### src/rtl/xoshiro_prng_gen.sv
// xoshiro128/xoshiro256 PRNG engine: selectable scrambler, bit-serial jump FSM,
// and a small output FIFO drained over a valid/ready handshake.
module xoshiro_prng_gen #(
    parameter int             W          = 32,
    parameter int             FIFO_DEPTH = 4,
    parameter logic [W-1:0]   S0_INIT    = W'(32'h0D1929D2),
    parameter logic [W-1:0]   S1_INIT    = W'(32'h491DFB74),
    parameter logic [W-1:0]   S2_INIT    = W'(32'h473E5E7D),
    parameter logic [W-1:0]   S3_INIT    = W'(32'hD6CA8A07)
) (
    input  logic         clk,
    input  logic         rst,
    input  logic [1:0]   mode,
    input  logic         write,
    input  logic [1:0]   write_addr,
    input  logic [W-1:0] write_data,
    input  logic         jump,
    output logic         busy,
    output logic [W-1:0] rnd,
    output logic         rnd_valid,
    input  logic         rnd_ready,
    output logic         state_zero
);

    generate
        if (!(W == 32 || W == 64)) begin : g_bad_width
            $error("xoshiro_prng_gen: W must be 32 or 64");
        end
        if (FIFO_DEPTH < 2 || (FIFO_DEPTH & (FIFO_DEPTH - 1)) != 0) begin : g_bad_depth
            $error("xoshiro_prng_gen: FIFO_DEPTH must be a power of two >= 2");
        end
    endgenerate

    localparam int AW     = $clog2(FIFO_DEPTH);
    localparam int CW     = $clog2(4 * W);
    localparam int ROT_PP = (W == 32) ? 7 : 23;
    localparam int T_SH   = (W == 32) ? 9 : 17;
    localparam int R_S3   = (W == 32) ? 11 : 45;
    localparam logic [AW:0]    FULL      = (AW + 1)'(FIFO_DEPTH);
    localparam logic [CW-1:0]  LAST_BIT  = CW'(4 * W - 1);
    // Jump polynomial words packed with word 0 in the low bits, so bit cnt is JUMP[cnt/W] bit cnt%W.
    localparam logic [4*W-1:0] JUMP_BITS = (W == 32) ?
        (4 * W)'({32'h77F2DB5B, 32'h6FA035C3, 32'hF542D2D3, 32'h8764000B}) :
        (4 * W)'({64'h39ABDC4529B1661C, 64'hA9582618E03FC9AA,
                  64'hD5A61266F0C9392C, 64'h180EC6D33CFD0ABA});

    typedef logic [3:0][W-1:0] state_t;
    typedef enum logic {IDLE, JUMP} fsm_e;

    function automatic logic [W-1:0] rotl(input logic [W-1:0] x, input int n);
        return (x << n) | (x >> (W - n));
    endfunction

    function automatic logic [W-1:0] scramble(input state_t s, input logic [1:0] md);
        case (md)
            2'd1:    return rotl(s[1] * W'(5), 7) * W'(9);
            2'd2:    return s[0] + s[3];
            default: return rotl(s[0] + s[3], ROT_PP) + s[0];
        endcase
    endfunction

    function automatic state_t step(input state_t s);
        state_t n;
        logic [W-1:0] t;
        t    = s[1] << T_SH;
        n    = s;
        n[2] = n[2] ^ n[0];
        n[3] = n[3] ^ n[1];
        n[1] = n[1] ^ n[2];
        n[0] = n[0] ^ n[3];
        n[2] = n[2] ^ t;
        n[3] = rotl(n[3], R_S3);
        return n;
    endfunction

    state_t                     s_q, s_d, acc_q, acc_d, acc_nxt;
    logic [CW-1:0]              cnt_q, cnt_d;
    fsm_e                       fsm_q, fsm_d;
    logic                       busy_q, busy_d;
    logic                       zero_q, zero_d;
    logic [FIFO_DEPTH-1:0][W-1:0] mem_q, mem_d;
    logic [AW-1:0]              wr_q, wr_d, rd_q, rd_d;
    logic [AW:0]                count_q, count_d;
    logic [W-1:0]               rnd_q, rnd_d, push_data;
    logic                       push, pop, flush;

    always_comb begin
        s_d       = s_q;
        acc_d     = acc_q;
        acc_nxt   = '0;
        cnt_d     = cnt_q;
        fsm_d     = fsm_q;
        busy_d    = busy_q;
        mem_d     = mem_q;
        wr_d      = wr_q;
        rd_d      = rd_q;
        count_d   = count_q;
        rnd_d     = rnd_q;
        push      = 1'b0;
        flush     = 1'b0;
        push_data = scramble(s_q, mode);
        pop       = (count_q != '0) && rnd_ready;

        case (fsm_q)
            IDLE: begin
                if (write) begin
                    s_d[write_addr] = write_data;
                    flush           = 1'b1;
                end else if (jump) begin
                    fsm_d  = JUMP;
                    busy_d = 1'b1;
                    acc_d  = '0;
                    cnt_d  = '0;
                    flush  = 1'b1;
                end else if (!zero_q && (count_q != FULL || pop)) begin
                    push = 1'b1;
                    s_d  = step(s_q);
                end
            end
            JUMP: begin
                acc_nxt = JUMP_BITS[cnt_q] ? (acc_q ^ s_q) : acc_q;
                if (cnt_q == LAST_BIT) begin
                    s_d    = acc_nxt;
                    fsm_d  = IDLE;
                    busy_d = 1'b0;
                end else begin
                    acc_d = acc_nxt;
                    s_d   = step(s_q);
                    cnt_d = cnt_q + CW'(1);
                end
            end
            default: fsm_d = IDLE;
        endcase

        // rnd is a registered copy of the head; it only moves when a new head exists.
        if (flush) begin
            wr_d    = '0;
            rd_d    = '0;
            count_d = '0;
        end else begin
            if (push) begin
                mem_d[wr_q] = push_data;
                wr_d        = wr_q + AW'(1);
            end
            if (pop) rd_d = rd_q + AW'(1);
            if (push && !pop)      count_d = count_q + (AW + 1)'(1);
            else if (!push && pop) count_d = count_q - (AW + 1)'(1);
            if (count_d != '0 && (count_q == '0 || pop))
                rnd_d = (pop && count_q > (AW + 1)'(1)) ? mem_q[rd_q + AW'(1)] : push_data;
        end

        zero_d = (s_d == '0);
    end

    always_ff @(posedge clk) begin
        if (rst) begin
            s_q     <= {S3_INIT, S2_INIT, S1_INIT, S0_INIT};
            acc_q   <= '0;
            cnt_q   <= '0;
            fsm_q   <= IDLE;
            busy_q  <= 1'b0;
            zero_q  <= 1'b0;
            mem_q   <= '0;
            wr_q    <= '0;
            rd_q    <= '0;
            count_q <= '0;
            rnd_q   <= '0;
        end else begin
            s_q     <= s_d;
            acc_q   <= acc_d;
            cnt_q   <= cnt_d;
            fsm_q   <= fsm_d;
            busy_q  <= busy_d;
            zero_q  <= zero_d;
            mem_q   <= mem_d;
            wr_q    <= wr_d;
            rd_q    <= rd_d;
            count_q <= count_d;
            rnd_q   <= rnd_d;
        end
    end

    assign busy       = busy_q;
    assign rnd        = rnd_q;
    assign rnd_valid  = (count_q != '0);
    assign state_zero = zero_q;

endmodule

### config.mk
export PLATFORM = sky130hd
export DESIGN_NAME = xoshiro_prng_gen
export DESIGN_NICKNAME = d
export VERILOG_FILES = /design/src/rtl/xoshiro_prng_gen.sv
export SDC_FILE = /design/constraint.sdc
export NUM_CORES = 2
export LEC_CHECK = 0
export BUFFER_PORTS_ARGS = -buffer_cell sky130_fd_sc_hd__buf_4
export CAP_MARGIN = 20
export CORE_MARGIN = 3
export CORE_UTILIZATION = 50
export DETAILED_ROUTE_END_ITERATION = 10
export GPL_TIMING_DRIVEN = 0
export PLACE_DENSITY_LB_ADDON = 0.15
export REMOVE_ABC_BUFFERS = 1
export SYNTH_ARGS = -nofsm -noshare
export SYNTH_HDL_FRONTEND = slang
export SYNTH_SLANG_ARGS = --single-unit
### constraint.sdc
create_clock -name clk -period 5.6 [get_ports clk]
set_input_delay 0.56 -clock clk [delete_from_list [all_inputs] [get_ports clk]]
set_output_delay 0.56 -clock clk [all_outputs]
set_load 0.02 [all_outputs]
Yosys cells after proc, flatten, opt, wreduce, memory -nomap -nowiden --
Memory sizes are Yosys's and may differ from the RTL's. A register that Yosys moved wholly into a read port is not among the register bits. Cells that the tools add are included.
Word-level totals: flip-flop bits (word level) 433, memory bits (read-only) 128, bits of input ports 41, output and inout bits 35, logic and storage cells 122, memories kept 1
Memories:
- (no name shown) | words 128, width 1, read ports 1, clocked after memory_dff 1, wr ports 0, line 121 | acc_nxt = JUMP_BITS[cnt_q] ? (acc_q ^ s_q) : acc_q;
Operators by class: $add $sub $neg 7, $mul 2, order comparisons 7, eq/ne operators 8, mux-type cells 44, bitwise logic cells 11, reduce and logical (&&, ||, !) cells 22
Operators by type and width (number):
- $mux 128 | 8
- $pmux 128 s2 | 2
- $bwmux 128 | 2
- $xor 32x32->32 | 5
- $demux 32 s2 | 2
- $logic_not 128->1 | 1
- $mux 32 | 4
- $xor 128x128->128 | 1
- $add 32x32->32 | 2
- $bmux 32 s2 | 1
- $or 32x7->32 | 2
- $pmux 32 s2 | 1
- $mux 7 | 5
- $mul 32x3->32 const B | 1
- $mul 32x4->32 const B | 1
- $or 32x11->32 | 1
- $pmux 7 s2 | 1
- $mux 1 | 13
- $lt 2x3->1 const B | 3
- $mux 3 | 3
- $logic_and 1x1->1 | 8
- $lt 7x8->1 const B | 1
- $add 7x1->7 const B | 1
- $eq 7x7->1 const B | 1
- other kinds (19) | 31

Longest topological paths before layout --
word-level depth 16, mapped depth 25, mapped depth without buffers 25

Least setup slack after synthesis --
No wires, ideal clock.
kind flip-flop to flip-flop, start point register s_q[33] (netlist name), end point register rnd_q[25], in the netlist rnd[25], setup time 74 ps, arrival time 5611 ps, data required time 5526 ps, path slack -85 ps, cell stages (with the launch flop) 26, path buffers 0, clock period less this slack 5685 ps, cells stage by stage dfxtp_1 > ha_1 > ha_1 > fa_1 > a21oi_1 > o211a_1 > o211ai_1 > a21boi_0 > o41ai_1 > nand2_1 > a31oi_1 > a21o_1 > a31oi_1 > xnor2_1 > ha_1 > ha_1 > o21a_1 > a211o_1 > a21oi_1 > o21ai_0 > a31oi_1 > o21bai_1 > mux2_2 > a41oi_1 > nand2_1 > a31oi_1
On the way: cells in the longest elaborated chain, start to end 5
Ends and longest elaborated chain:
- start: declaration | line 76 | state_t s_q, s_d, acc_q, acc_d, acc_nxt;
- start signal: assignment | line 157 | s_q <= {S3_INIT, S2_INIT, S1_INIT, S0_INIT};
- $mul 32x3->32 | line 56 | 2'd1: return rotl(s[1] * W'(5), 7) * W'(9);
- $or 32x7->32 | line 51 | return (x << n) | (x >> (W - n));
- $mul 32x4->32 | line 56
- $pmux 32 s2 | line 55 | case (md)
- $mux 32 | line 149 | rnd_d = (pop && count_q > (AW + 1)'(1)) ? mem_q[rd_q + AW'(1)] : push_data;
- end signal: assignment | line 179 | rnd_q <= rnd_d;
- end: declaration | line 84 | logic [W-1:0] rnd_q, rnd_d, push_data;
Every way passes these cells. A chain may end at the register's enable or synchronous reset.

Worst setup path after layout --
start point register s_q[34] (netlist name), end point register rnd_q[23], in the netlist rnd[23]
The elaborated chain is that of the path after synthesis.

==> qor.yml <==
status:
  outcome: "finished, violations left"
  violations: "setup timing"
clock_network:
  path_clk_slew_ns: 0.06
  holdBufCountCts: 0
  htree_num_levels: 2
  clock_latency_ns: 0.61
  ctsLongestPathBuffers: 3
  numCtsBuffers: 50
  root_buffer: "clkbuf_16"
  cts.sinks: 434
  cts_tree: "done"
sta:
  drv_slew: 0
  final.setup.worst_slack_ns: -0.189
  finalHoldViolCount: 0
  worstMarginPinSlew_ns: 1.14
  slew_headroom_pct: 23.0
  final.setup_skew_ns: 0.0258
  fin_crit_sh_pct: 103
  holdWs_ns: 0.337
  tns_ns: -1.57
  rsz0062_at_grt: "true"
  fin_crit_ns: 5.79
  finalSetupViolCount: 29
  fmax_ghz: 0.173
grt:
  overflow: 0
  grt_pass1_vias: 30500
  antenna_found_initial: 2
  grt_max_degree: 132
  grt.total_usage_pct: 34.0
  grt_pass1_wl_mm: 186
drt:
  routed.top_layer: "met4"
  route.met3.wl_mm: 10.8
  drc: 0
  drt-met1-wl_mm: 49.9
  dr_wl_met2_mm: 54.8
  routed_wl_mm: 124
  drt_iter0_markers: 3457
  drt-pass1-iter-count: 6
  vias_per_cell: 6.19
  route.vias.total: 33600
  wire_per_inst_microns: 22.9
  ant_nets: 0
finish:
  design_area_sq_um: 38400
  synthToLayoutAreaGrowth_pct: 14.2
  layout-drive-gt1-share_pct: 12.3
  n_fill_cell: 6158
  fin_nets: 4767
  final_cells: 5433
setup_path:
  max_stage_delay_ns: 0.46
  critPathBufInv: 3
  crit_type: "flip-flop to flip-flop"
  critical_path.top_delay_family: "compound AO/OA/AOI/OAI gates"
  startpoint_type: "flip-flop"
  crit_path_top_delay_cell: "dfxtp_4"
  worstPathRequired_ns: 6.10
  cp_data_arrival_time_ns: 6.29
  cp_common_cell: "buf_4"
  worstPathMaxFanout: 4
  critPathCaptureType: "flip-flop"
placement:
  dp.cells: 5283
  hpwl_mm: 85.2
  place_congestion: 0.974
  placed_area_sq_um: 35000
  port_buffers: 75
power:
  leakage_nw: 15.2
  p_per_area_nw_per_um2: 496
  ir_worst_vdd_uv: 452
  power.total_mw: 19.1
flow_run:
  drv_cap: 0
synthesis:
  synth-seq-cells: 434
  ys.flop_type: "dfxtp_1"
  synth_top_area_cell: "dfxtp_1"
  yosys_warnings: 0
  synth_area_sq_um: 33600
  yosysSeqAreaShare_pct: 25.8
  synth_top_area_share_pct: 25.8
  ys_types: 76
  synth_edf_count: 0
  avgSynthCellArea_sq_um: 7.23
  ys_async_sr_fraction_pct: 0
  synth_area_leaders: "dfxtp_1 (26%), nand2_1 (11%), ha_1 (7.1%)"
  netlist_instances: 4650
die:
  fp.dieW_microns: 265
  ioPinCount: 76
  core_sq_um: 66200
  initial_core_util_pct: 50.8
  die_h_microns: 265
  die-area_sq_um: 70400
  rows: 94
worst_hold_path:
  min_path_type: "primary input to flip-flop"
==> flip-flops by register name, indices dropped and copies added (netlist names), named ones only <==
| register | cells |
|---|---|
| acc_q | 128 |
| busy | 1 |
| cnt_q | 7 |
| count_q | 3 |
| fsm_q | 1 |
| mem_q | 128 |
| rd_q | 2 |
| rnd | 32 |
| s_q | 128 |
| state_zero | 1 |
| wr_q | 2 |
==> area by class of cell <==
type	count	area (sq um)	share of cell area [%]
diodes	1	2.50	0.00652
repair buffers	182	2080	5.41
inverters	56	215	0.560
well taps	864	1080	2.82
clock buffers	71	1420	3.70
flip-flops and latches	434	8810	22.9
clock inverters	18	178	0.463
multi-input cells	3807	24600	64.1
==> synth_stat cells (27+ instances only) <==
cell type / instances
nand2_1: 963
a21oi_1: 451
dfxtp_1: 434
nor2_1: 372
o21ai_0: 290
clkbuf_1: 279
xnor2_1: 247
xor2_1: 207
ha_1: 191
nand3_1: 117
nor3_1: 109
o211ai_1: 74
a211oi_1: 67
a21o_1: 64
mux2i_1: 60
inv_1: 54
buf_1: 47
a31oi_1: 46
nand2b_1: 43
or3_1: 41
and2_1: 35
and3_1: 35
nand4_1: 34
mux4_2: 33
mux2_2: 29
a221oi_1: 28
a311oi_1: 27
==> final timing paths <==
kind / from / to / slack (ns) / cells after the start
min reg2reg: mem_q[88] / mem_q[88] / 0.45 / 2
max: s_q[34] / rnd[23] / -0.19 / 27
max reg2reg: s_q[34] / rnd[23] / -0.19 / 27
min: rst / fsm_q / 0.34 / 2
==> worst reg2reg max path, delay by kind of cell, from the launching register on <==
| kind | cells | cell delay, ns |
|---|---|---|
| adders and majority gates | 5 | 1.17 |
| xor gates and xnor gates | 2 | 0.52 |
| buffers and inverters | 3 | 0.44 |
| AOI/OAI and AO/OA | 14 | 2.80 |
| and+or+nand+nor | 3 | 0.30 |
| DFF | 1 | 0.46 |
==> per-stage QoR <==
step / setup WS, ns / util (%)
2_1_floorplan: -9.50 / -
3_3_place_gp: -28.84 / 51.2
3_5_place_dp: -2.02 / 52.9
4_1_cts: 0.00106 / 56.9
5_1_grt: -0.318 / 58.0
6_report: -0.189 / 58.0
==> cells in the final DEF, fill, tap and decap left out, drive strengths merged, types with 33 or more instances in the layout <==
cell and instances:
a211oi 67, a21o 64, a21oi 451, a31oi 46, and2 35, and3 35
buf 182, clkbuf 71, dfxtp 434, ha 191, inv 54, mux2i 60
mux4 33, nand2 964, nand2b 43, nand3 117, nand4 34, nor2 372
nor3 110, o211ai 74, o21ai 293, or3 41, xnor2 247, xor2 207
==> kinds of logic after synthesis <==
logic type                 synth area share [%]
and+or+nand+nor                            23.3
AOI/OAI and AO/OA                          21.9
xor gates and xnor gates                   11.9
DFF                                        25.8
buffers and inverters                      4.69
adders and majority gates                  7.35
muxes                                      4.97
==> routing by layer <==
layer,up-vias,GRT usage [%]
met3,359,5.40
li1,16000,-
met1,15800,43.4
met2,1407,54.0
met5,-,0
met4,0,20.8
==> what timing repair did <==
action	CTS	global route
pin swaps	40	62
setup buffers	41	19
gates resized for setup	164	142
endpoints found under the setup margin	136	117
==> power breakdown <==
group	switching, mW	internal, mW	leakage (nW)	total, mW
combinational	6.98	4.87	10.9	11.8
clock	1.41	1.89	0.795	3.30
sequential	0.543	3.36	3.55	3.90
total	8.93	10.1	15.2	19.1
(Power assumes the default switching activity.)
